[config.mk]
export PLATFORM = sky130hd
export DESIGN_NAME = box_scheduler
export DESIGN_NICKNAME = d
export VERILOG_FILES = /design/src/rtl/box_scheduler_pkg.sv /design/src/rtl/box_scheduler_rr_arbiter.sv /design/src/rtl/box_scheduler.sv
export SDC_FILE = /design/constraint.sdc
export NUM_CORES = 1
export LEC_CHECK = 0
export BUFFER_PORTS_ARGS = -buffer_cell sky130_fd_sc_hd__buf_2
export CAP_MARGIN = 30
export CORE_UTILIZATION = 46
export DETAILED_ROUTE_END_ITERATION = 7
export PLACE_DENSITY = 0.81
export SYNTH_ARGS = -nofsm -noshare
export SYNTH_HDL_FRONTEND = slang
export SYNTH_HIERARCHICAL = 1
export SYNTH_SLANG_ARGS = --single-unit
[constraint.sdc]
create_clock -name clk -period 2.6 [get_ports clk]
set_input_delay 0.26 -clock clk [delete_from_list [all_inputs] [get_ports clk]]
set_output_delay 0.26 -clock clk [all_outputs]
set_load 0.01 [all_outputs]
[src/rtl/box_scheduler_pkg.sv]
// Shared types for the box_master write-engine scheduler.
package box_scheduler_pkg;

    // Slot descriptor produced by a special-memory bank and consumed by box_master.
    typedef struct packed {
        logic [31:0] addr;
        logic [7:0]  len;
        logic [3:0]  bank;
    } spec_slot;

    // Scheduler FSM states.
    typedef enum logic [1:0] {
        IDLE      = 2'd0,
        ISSUE     = 2'd1,
        WAIT_DONE = 2'd2
    } box_sched_state_e;

endpackage

[src/rtl/box_scheduler_rr_arbiter.sv]
// Combinational round-robin arbiter: searches upward from last+1, modulo N.
module rr_arbiter #(
    parameter int N = 4
) (
    input  logic [N-1:0]         req,
    input  logic [$clog2(N)-1:0] last,
    output logic [N-1:0]         gnt_onehot,
    output logic [$clog2(N)-1:0] gnt_idx,
    output logic                 any
);

    localparam int IW = $clog2(N);

    // Walk candidates from farthest to nearest so the nearest requester after 'last' wins.
    always_comb begin
        int pos;
        pos        = 0;
        gnt_idx    = '0;
        any        = 1'b0;
        gnt_onehot = '0;
        for (int k = N; k >= 1; k--) begin
            pos = int'(last) + k;
            if (pos >= N) begin
                pos = pos - N;
            end
            if (req[pos[IW-1:0]]) begin
                gnt_idx = pos[IW-1:0];
                any     = 1'b1;
            end
        end
        if (any) begin
            gnt_onehot[gnt_idx] = 1'b1;
        end
    end

endmodule

[src/rtl/box_scheduler.sv]
// Round-robin scheduler sharing one box_master write engine between NUM_REQ slot producers.
// A slot is captured on accept and held stable until the burst handshake sequence completes.
module box_scheduler
    import box_scheduler_pkg::*;
#(
    parameter int NUM_REQ     = 4,
    parameter int TIMEOUT_CYC = 1024
) (
    input  logic                       clk,
    input  logic                       rst_n,
    input  logic [NUM_REQ-1:0]         req_valid,
    input  spec_slot [NUM_REQ-1:0]     req_slot,
    output logic [NUM_REQ-1:0]         req_ready,
    output spec_slot                   out_slot,
    output logic                       tran_valid,
    input  logic                       tran_ready,
    output logic                       ready_fall,
    output logic [$clog2(NUM_REQ)-1:0] grant_id,
    output logic                       busy,
    output logic [15:0]                done_cnt,
    output logic                       err_timeout
);

    localparam int ID_W = $clog2(NUM_REQ);
    localparam int WD_W = $clog2(TIMEOUT_CYC) + 1;
    localparam logic [WD_W-1:0] WD_LIMIT = WD_W'(TIMEOUT_CYC - 1);

    box_sched_state_e  state;
    spec_slot          hold_slot;
    logic [ID_W-1:0]   last_grant;
    logic [WD_W-1:0]   wd_cnt;

    logic [NUM_REQ-1:0] arb_onehot;
    logic [ID_W-1:0]    arb_idx;
    logic               arb_any;
    logic               accept;

    rr_arbiter #(
        .N(NUM_REQ)
    ) u_arb (
        .req       (req_valid),
        .last      (last_grant),
        .gnt_onehot(arb_onehot),
        .gnt_idx   (arb_idx),
        .any       (arb_any)
    );

    // Accept strobe only while idle; depends on state and req_valid alone.
    assign accept    = (state == IDLE) && arb_any;
    assign req_ready = (state == IDLE) ? arb_onehot : '0;
    assign out_slot  = hold_slot;

    // Main sequencing FSM: capture slot, present tran_valid, pulse ready_fall, wait for box completion.
    always_ff @(posedge clk or negedge rst_n) begin
        if (!rst_n) begin
            state      <= IDLE;
            tran_valid <= 1'b0;
            ready_fall <= 1'b0;
            busy       <= 1'b0;
            hold_slot  <= '0;
            grant_id   <= '0;
            last_grant <= ID_W'(NUM_REQ - 1);
            done_cnt   <= '0;
        end else begin
            case (state)
                IDLE: begin
                    if (arb_any) begin
                        hold_slot  <= req_slot[arb_idx];
                        grant_id   <= arb_idx;
                        last_grant <= arb_idx;
                        tran_valid <= 1'b1;
                        busy       <= 1'b1;
                        state      <= ISSUE;
                    end
                end
                ISSUE: begin
                    if (tran_valid && tran_ready) begin
                        tran_valid <= 1'b0;
                        ready_fall <= 1'b1;
                        state      <= WAIT_DONE;
                    end
                end
                WAIT_DONE: begin
                    ready_fall <= 1'b0;
                    // tran_ready seen during the ready_fall cycle is stale; ignore it.
                    if (tran_ready && !ready_fall) begin
                        done_cnt <= done_cnt + 16'd1;
                        busy     <= 1'b0;
                        state    <= IDLE;
                    end
                end
                default: begin
                    state <= IDLE;
                end
            endcase
        end
    end

    // Burst watchdog: saturating counter per burst, sticky flag; never aborts the burst.
    always_ff @(posedge clk or negedge rst_n) begin
        if (!rst_n) begin
            wd_cnt      <= '0;
            err_timeout <= 1'b0;
        end else if (accept) begin
            wd_cnt <= '0;
        end else if (state != IDLE) begin
            if (wd_cnt == WD_LIMIT) begin
                err_timeout <= 1'b1;
            end else begin
                wd_cnt <= wd_cnt + WD_W'(1);
            end
        end
    end

endmodule

==> results of run 1 <==
==> per-stage QoR <==
stage               cells  hold slack, ps  setup slack [ps]  power (mW)  utilization [%]
floorplan             444           -35.6               422        3.86                -
global placement      805             456               346        4.73             61.8
detailed placement    806             279               277        4.86             62.0
CTS                   823             150               271        6.00             64.6
global route          823             151               172        6.36             64.6
finish                824             160               304        5.95             64.6
==> synth_stat cells (2+ instances only) <==
cell,instances
a211o_1,4
a21oi_1,7
a221o_1,3
and2_1,10
and3_1,3
and4_1,3
buf_2,11
buf_6,3
clkbuf_1,13
dfrtp_1,79
dfstp_2,2
ha_1,2
inv_1,10
mux4_2,44
nand2_1,154
nand2b_1,2
nand3_1,9
nand4_1,3
nand4_4,2
nor2_1,14
nor3_1,10
o211a_1,2
o21a_1,2
o21ai_0,7
o21ai_1,3
o21bai_1,2
xnor2_1,6
xor2_1,9
==> per-layer routing <==
metal	vias to the layer above	wire length [um]	track usage [%]	part of all wire (%)
met5	-	0	0	0
met4	0	521	12.6	3.7
met1	2122	5170	31.8	37
met2	210	7230	45.1	52
met3	41	1070	7.66	7.6
li1	2048	-	-	-
==> logic make-up (layout without fill, tap and decap cells) <==
family	after synthesis	count (layout)	synth area share, %
AO/OA/AOI/OAI	43	43	7.01
other	0	1	0
AND/OR/NAND/NOR	220	220	21.1
adder cells (fa/ha/maj)	2	2	0.533
flip-flops	81	81	43.3
buffers and inverters	38	284	3.89
XOR/XNOR	15	15	2.80
multiplexers	45	45	21.4
==> area by class of cell <==
type,count,share of cell area (%)
Antenna cell,1,0.0395
Clock buffer,10,2.01
Clock inverter,6,1.82
Inverter,10,0.592
Multi-Input combinational cell,325,39.4
Sequential cell,81,32.0
Tap cell,133,2.62
Timing Repair Buffer,258,21.5
==> worst max-delay path by stage <==
stage	from	end	slack [ps]	cells after the start
after floorplan	last_grant[1]	out_slot[16]	420	8
final	last_grant[1]	out_slot[33]	300	7
after global placement	last_grant[1]	out_slot[27]	350	7
after global routing	last_grant[1]	out_slot[33]	170	7
after detailed placement	last_grant[1]	out_slot[0]	280	7
after CTS	last_grant[1]	out_slot[28]	270	7
==> flip-flops by register name, summed over array words and instances (netlist names) <==
register,flops
tran_valid,1
last_grant,2
busy,1
out_slot,44
ready_fall,1
grant_id,2
wd_cnt,11
done_cnt,16
err_timeout,1
state,2
==> report_power, final <==
| part | total (mW) | leakage [nW] | internal [mW] | switching, mW |
|---|---|---|---|---|
| combinational | 2.78 | 2.28 | 1.31 | 1.46 |
| clock | 1.13 | 0.118 | 0.645 | 0.485 |
| sequential | 2.04 | 1.02 | 1.70 | 0.342 |
| total | 5.95 | 3.41 | 3.66 | 2.29 |
==> repair_timing <==
action,CTS,global route
gates resized for setup,0,0
endpoints found under the hold margin,39,0
hold buffers,1,0
setup buffers,0,0
==> metrics.txt, run 1 <==
status=complete, no violations; GRT overflow=0; initial antenna violation count=0; Yosys top cell area share=42.1%; Setup CP Type=flop to flop; Syn Nets=629; Largest stage delay, worst path=approximately 670 ps; Req. time, crit path=2840 ps; Die Y-Extent=103 um; Inserted Clock Buffers=9; crit start category=flop; dominant synthesized flop cell=dfrtp_1; largest area contributor in the synthesized netlist=dfrtp_1; # clock sinks=just over 80; Synth Register Bits=81; worst reg2reg endpoint=out_slot[33]; commonest non-fill, non-tap cell in the layout=buf_2; Slew Limit Fails=0; largest net degree at the start of global routing=48; DRT Pass-1 Iters=4; Yosys cell types=53; initial DRC count=146; PortBufs=~250; CP bufs+invs=1; gpl congestion=0.803; PD cells=938 nW/um^2; die width=103 um; Routed Antenna Nets=0; register area=between 2000 and 2500 um^2; asr flop ratio synth=100%; layout cell share with drive strength beyond 1=approximately 48%; placed wire-length estimate=10700 um; post-route design area=6340 um^2; Period minus WS final=2300 ps; I/O pin total=253; via count=about 4400; vias in the first global route=4335; worst skew pair latency=360 ps; routed len/inst=17.0 um; final worst-path cycle share=88.3%; Area growth, synth to finish=35.2%; yosys warns=6; core region area=9820 um^2; static leakage=3.41 nW; CTS max path bufs=2; Worst Skew=12.2 ps; post-layout net count=870; most frequent cells in the layout=buf_2, nand2_1, dfrtp_1; largest cells by area after synthesis=dfrtp_1, mux4_2, nand2_1; Layout fillers=804; register area share after synthesis=43.3%; Post-synth EDFFs=0; H-tree depth=3; first-pass GRT wire length=21200 um; Mean Syn Cell Area=10.6 um^2; synthesized area=4690 um^2; RSZ-0062 raised after global routing=false; Root Buffer=clkbuf_8; most frequent CP cell=nand2_1; cells on worst reg2reg path=7; min-delay src=tran_ready; CP endpoint kind=flop; Peak VDD IR=500 uV; starting density of the core=47.8%; Reg2Reg Setup Slack=300 ps; num rows=36; routed wire length=14000 um; Post-DP Area=6090 um^2; Critical Path, Cell by Cell=nand2b_1, a21oi_1, o221ai_4, buf_12, mux4_2, nand2_1, nand2_1; Slew HR=39.5%; worst hold stages=2; CP max stage cell=dfstp_2; TNS Setup=0 ps; CTS tree=built; vias per cell=5.37; worst-margin pin slew=between 900 and 1000 ps; clock slew at reported path FFs=80 ps; R2R Path Start=last_grant[1]; area of the multi-input gates=around 2500 um^2; CP top delay family=flip-flops; max cap viols=0; final setup violation count=0; Final Hold Viols=0; worst hold path class=primary input to flop; die area=10600 um^2; crit path max fanout=between 40 and 50; Post-Syn Instances=444; hold endpoint=state[0]; Fmax achieved=436 MHz; Critical Path AT=2540 ps; Tot GR Track Use=26.8%; Remaining DRCs=0
No activity file was read; power rests on OpenSTA's default activity.
==> run 2: changes to the inputs <==
PLACE_DENSITY = 0.82   (was 0.81)
==> run 2 against run 1 <==
Net effect: largest cell class unchanged; routed wire length down 3.0%; utilization down 0.20 points; sequential share of layout area up 0.10 points; global-route usage down 0.59 points; highest routed layer unchanged; sequential power about the same; clock-buffer cell count unchanged.
==> metrics.txt, run 2 (synthesis gave the netlist of run 1 again) <==
status=complete, no violations; Post-CTS Resized=0 (unchanged); Req. time, crit path=2820 ps (-20 ps); Worst Skew=9.56 ps (-2.61 ps); Slew HR=38.6% (-0.98 points); Routed Antenna Nets=0 (unchanged); CP endpoint kind=flop; num rows=36 (unchanged); Switching Share=38.6% (+0.075 points); register area=2030 um^2 (unchanged); GRT overflow=0 (unchanged); via count=4422 (+0.023%); placed wire-length estimate=10400 um (-2.6%); starting density of the core=47.8% (unchanged); Area growth, synth to finish=34.8%; commonest non-fill, non-tap cell in the layout=buf_2; worst hold path class=primary input to flop; routed len/inst=16.4 um (-3.2%); routed wire length=13600 um (-3.0%); Slew Limit Fails=0 (unchanged); Flop pwr share=35.2% (+0.8 points); vias per cell=5.35 (-0.22%); final setup violation count=0 (unchanged); crit start category=flop; Comb pwr share=47.8% (+1.1 points); initial antenna violation count=3 (+3); Peak VDD IR=494 uV (-1.3%); largest net degree at the start of global routing=52 (+8.3%); CTS Hold Buffers Added=1 (unchanged); Clock Power Share=17.0% (-2.0 points); Post-CTS Setup Bufs=0 (unchanged); max cap viols=0 (unchanged); H-tree depth=3 (unchanged); area of the multi-input gates=2500 um^2 (unchanged); gpl congestion=0.805 (+0.29%); crit path max fanout=45 (unchanged); Die Y-Extent=103 um (unchanged); static leakage=3.40 nW (-0.24%); Post-DP Area=6090 um^2 (+0.12%); Tot GR Track Use=26.2% (-0.59 points); DRT Pass-1 Iters=4 (unchanged); core region area=9820 um^2 (unchanged); dpl ws=247 ps (-29.7 ps); CTS max path bufs=2 (unchanged); Setup CP Type=flop to flop; worst skew pair latency=340 ps (-20 ps); Layout fillers=860 (+7.0%); worst-margin pin slew=922 ps (+14.7 ps); die area=10600 um^2 (unchanged); most frequent cells in the layout=buf_2, nand2_1, dfrtp_1; final worst-path cycle share=90.6% (+2.3 points); first-pass GRT wire length=20900 um (-1.2%); Critical Path AT=2580 ps (+40 ps); DR top layer=met4; post-layout net count=870 (unchanged); Remaining DRCs=0 (unchanged); DR WL met3=793 um (-26%); die width=103 um (unchanged); Final Hold Viols=0 (unchanged); clock slew at reported path FFs=90 ps (about the same); I/O pin total=253 (unchanged); CTS tree=built; PortBufs=252 (unchanged); RSZ-0062 raised after global routing=false; Fmax achieved=424 MHz (-2.6%); internal power=3.55 mW (-2.9%); Largest register FFs=44 (unchanged); # clock sinks=81 (unchanged); initial DRC count=198 (+36%); setup ws final=244 ps (-60.4 ps); Period minus WS final=2360 ps (+60.4 ps); TNS Setup=0 ps (unchanged); layout cell share with drive strength beyond 1=47.7% (unchanged); Inserted Clock Buffers=9 (unchanged); met1 wire length=5240 um (+1.3%); PD cells=915 nW/um^2 (-2.5%); met2 WL post-DR=7240 um (about the same); Root Buffer=clkbuf_8; Net Switching=2.23 mW (-2.6%); post-route design area=6320 um^2 (-0.32%); vias in the first global route=4331 (-0.092%)
[run 2: metal layers]
layer	global-route usage, %	vias up
met2	43.9	191
met5	0	-
met3	5.22	22
met1	32.8	2167
li1	-	2042
met4	12.1	0
[run 2: final cells by class]
type	instances	share of cell area, %
inverters	10	0.594
clock buffers	10	2.02
flip-flops and latches	81	32.1
clock inverters	6	1.31
repair buffers	258	21.7
well taps	133	2.63
diodes	3	0.119
multi-input cells	325	39.6
[run 2: worst max-delay path, cell delays in order (launching register included)]
cell and delay, ps:
dfstp_2 680, nand2b_1 150, a21oi_1 110, o221ai_4 210, buf_12 330, mux4_2 550
nand2_1 90, nand2_1 70
[run 2: worst paths after layout]
kind	slack (ps)	to	cells past startpoint	start
max	240	out_slot[32]	7	last_grant[1]
min	180	state[0]	2	tran_ready
min reg2reg	470	out_slot[27]	2	out_slot[27]
max in group asynchronous	1600	out_slot[31]	3	rst_n
min in group asynchronous	400	wd_cnt[7]	2	rst_n
max reg2reg	240	out_slot[32]	7	last_grant[1]
[run 2: per-stage QoR]
| stage | total power, mW | std cells | hold WS, ps | util [%] |
|---|---|---|---|---|
| global placement | 4.72 | 805 | 455 | 61.8 |
| global route | 6.25 | 826 | 165 | 64.4 |
| detailed placement | 4.85 | 806 | 232 | 62.1 |
| floorplan | 3.86 | 444 | -35.6 | - |
| finish | 5.78 | 826 | 177 | 64.4 |
| CTS | 5.85 | 823 | 160 | 64.3 |
[run 2: power groups by stage]
stage	Sequential (mW)	Clock [mW]	Combinational [mW]
2_1_floorplan	2.13	0	1.73
3_3_place_gp	2.02	0	2.70
3_5_place_dp	2.04	0	2.81
4_1_cts	2.03	1.00	2.81
5_1_grt	2.10	1.07	3.08
6_report	2.04	0.980	2.77
==> run 3: changes to the inputs <==
RECOVER_POWER = 100   (was default)
==> run 3 against run 2 <==
Net effect: the flow now finishes with violations (capacitance limit, slew limit); clock power about the same; global-route usage unchanged; sequential share of layout area up 0.67 points; non-clock buffer count did not move; largest power group unchanged; worst hold slack about the same; sequential power barely moved; maximum frequency barely moved; setup slack improved by 2.0 ps; clock-buffer cell count is the same; sequential cell count did not move.
==> metrics.txt, run 3 (synthesis gave the netlist of run 1 again) <==
status=complete, but fails checks; failing checks=capacitance limit, slew limit; Peak VDD IR=484 uV (-2.0%); post-layout net count=870 (unchanged); worst hold stages=2 (unchanged); placed cells=806 (unchanged); PD cells=919 nW/um^2 (+0.45%); dpl ws=247 ps (unchanged); Setup CP Type=flop to flop; Remaining DRCs=0 (unchanged); Area growth, synth to finish=32.0%; crit start category=flop; layout cell share with drive strength beyond 1=37.0% (-11 points); gpl congestion=0.805 (unchanged); Final Hold Viols=0 (unchanged); Period minus WS final=2350 ps (-2.03 ps); initial antenna violation count=3 (unchanged); static leakage=3.13 nW (-7.9%); worst-margin pin slew=1820 ps (+898 ps); Hold Slack=178 ps (+0.435 ps); CP bufs+invs=1 (unchanged); R2R Path Start=last_grant[1]; RSZ-0062 raised after global routing=false; routed wire length=13600 um (-0.12%); Root Buffer=clkbuf_8; vias in the first global route=4331 (unchanged); commonest non-fill, non-tap cell in the layout=buf_2; CP endpoint kind=flop; core region area=9820 um^2 (unchanged); final worst-path cycle share=90.5% (about the same); max cap viols=1 (+1); final setup violation count=0 (unchanged); worst hold path class=primary input to flop; most frequent CP cell=nand2_1; Req. time, crit path=2820 ps (about the same); placed wire-length estimate=10400 um (unchanged); I/O pin total=253 (unchanged); hold endpoint=state[0]; via count=4397 (-0.57%); CP top delay family=flip-flops; Tot GR Track Use=26.2% (unchanged); H-tree depth=3 (unchanged); die area=10600 um^2 (unchanged); cells on worst reg2reg path=7 (unchanged); die width=103 um (unchanged); most frequent cells in the layout=buf_2, nand2_1, dfrtp_1; worst skew pair latency=340 ps (about the same); initial DRC count=184 (-7.1%); Worst Skew=8.47 ps (-1.09 ps); Slew HR=-21.3% (-60 points); Fmax achieved=425 MHz (about the same); routed len/inst=16.4 um (-0.12%); DRT Pass-1 Iters=5 (+1); Levels on crit path=7 (unchanged); PortBufs=252 (unchanged); Die Y-Extent=103 um (unchanged); Power, Total=5.69 mW (-1.6%); min-delay src=tran_ready; Post-CTS Setup Bufs=0 (unchanged); vias per cell=5.32 (-0.57%); Slew Limit Fails=31 (+31); CTS max path bufs=2 (unchanged); starting density of the core=47.8% (unchanged); Reg2Reg Setup Slack=250 ps (about the same); Inserted Clock Buffers=9 (unchanged); Critical Path, Cell by Cell=nand2b_1, a21oi_1, o221ai_4, buf_12, mux4_2, nand2_1, nand2_1; post-route design area=6190 um^2 (-2.0%); CP max stage cell=dfstp_2; Critical Path AT=2570 ps (about the same); clock slew at reported path FFs=80 ps (about the same); setup ws final=246 ps (+2.03 ps); Largest register FFs=44 (unchanged); largest net degree at the start of global routing=52 (unchanged); Core Util, Final=63.1% (-1.3 points); first-pass GRT wire length=20900 um (unchanged); Post-CTS Resized=0 (unchanged); Largest stage delay, worst path=670 ps (about the same); GRT overflow=0 (unchanged); # clock sinks=81 (unchanged); Finished Layout Cells=826 (unchanged); CTS tree=built; worst reg2reg endpoint=out_slot[32]; Post-DP Area=6090 um^2 (unchanged); crit path max fanout=45 (unchanged); TNS Setup=0 ps (unchanged); Routed Antenna Nets=0 (unchanged); num rows=36 (unchanged); Layout fillers=892 (+3.7%)
run 3: cell count changes in the layout (fill, tap and decap cells not counted), sizes merged:
cell / delta
clkbuf: +70
buf: -70
run 3: worst max path at each step:
| stage | end | startpoint | slack [ps] |
|---|---|---|---|
| 2_1_floorplan | out_slot[16] | last_grant[1] | 420 |
| 3_3_place_gp | out_slot[9] | last_grant[1] | 360 |
| 3_5_place_dp | out_slot[32] | last_grant[1] | 250 |
| 4_1_cts | out_slot[7] | last_grant[1] | 230 |
| 5_1_grt | out_slot[29] | last_grant[1] | 90 |
| 6_report | out_slot[32] | last_grant[1] | 250 |
run 3: per-layer routing:
metal / share of wire (%) / vias to the layer above / global-route usage [%]
met1: 38 / 2154 / 32.8
met5: 0 / - / 0
met3: 5.7 / 22 / 5.22
met4: 2.1 / 0 / 12.1
li1: - / 2045 / -
met2: 54 / 176 / 43.9
run 3: worst reg2reg max path, delay by kind of cell (launching register included):
family / cells / cell delay [ps]
AO/OA/AOI/OAI: 2 / 320
multiplexers: 1 / 600
buffers and inverters: 1 / 330
flip-flops: 1 / 670
AND/OR/NAND/NOR: 3 / 310
run 3: cell type report:
cell class | instances | area [um^2] | area share, %
diodes | 3 | 7.51 | 0.121
clock buffers | 10 | 128 | 2.06
clock inverters | 6 | 82.6 | 1.33
inverters | 10 | 37.5 | 0.606
multi-input cells | 325 | 2460 | 39.8
flip-flops and latches | 81 | 2030 | 32.8
well taps | 133 | 166 | 2.69
repair buffers | 258 | 1280 | 20.7
run 3: power breakdown:
| group | internal, mW | switching, mW |
|---|---|---|
| logic | 1.21 | 1.45 |
| clock network | 0.537 | 0.443 |
| registers | 1.70 | 0.345 |
run 3: what timing repair did:
item / CTS / global route
hold endpoints to repair: 28 / 0
hold buffers: 1 / 0
endpoints found under the setup margin: 0 / 0
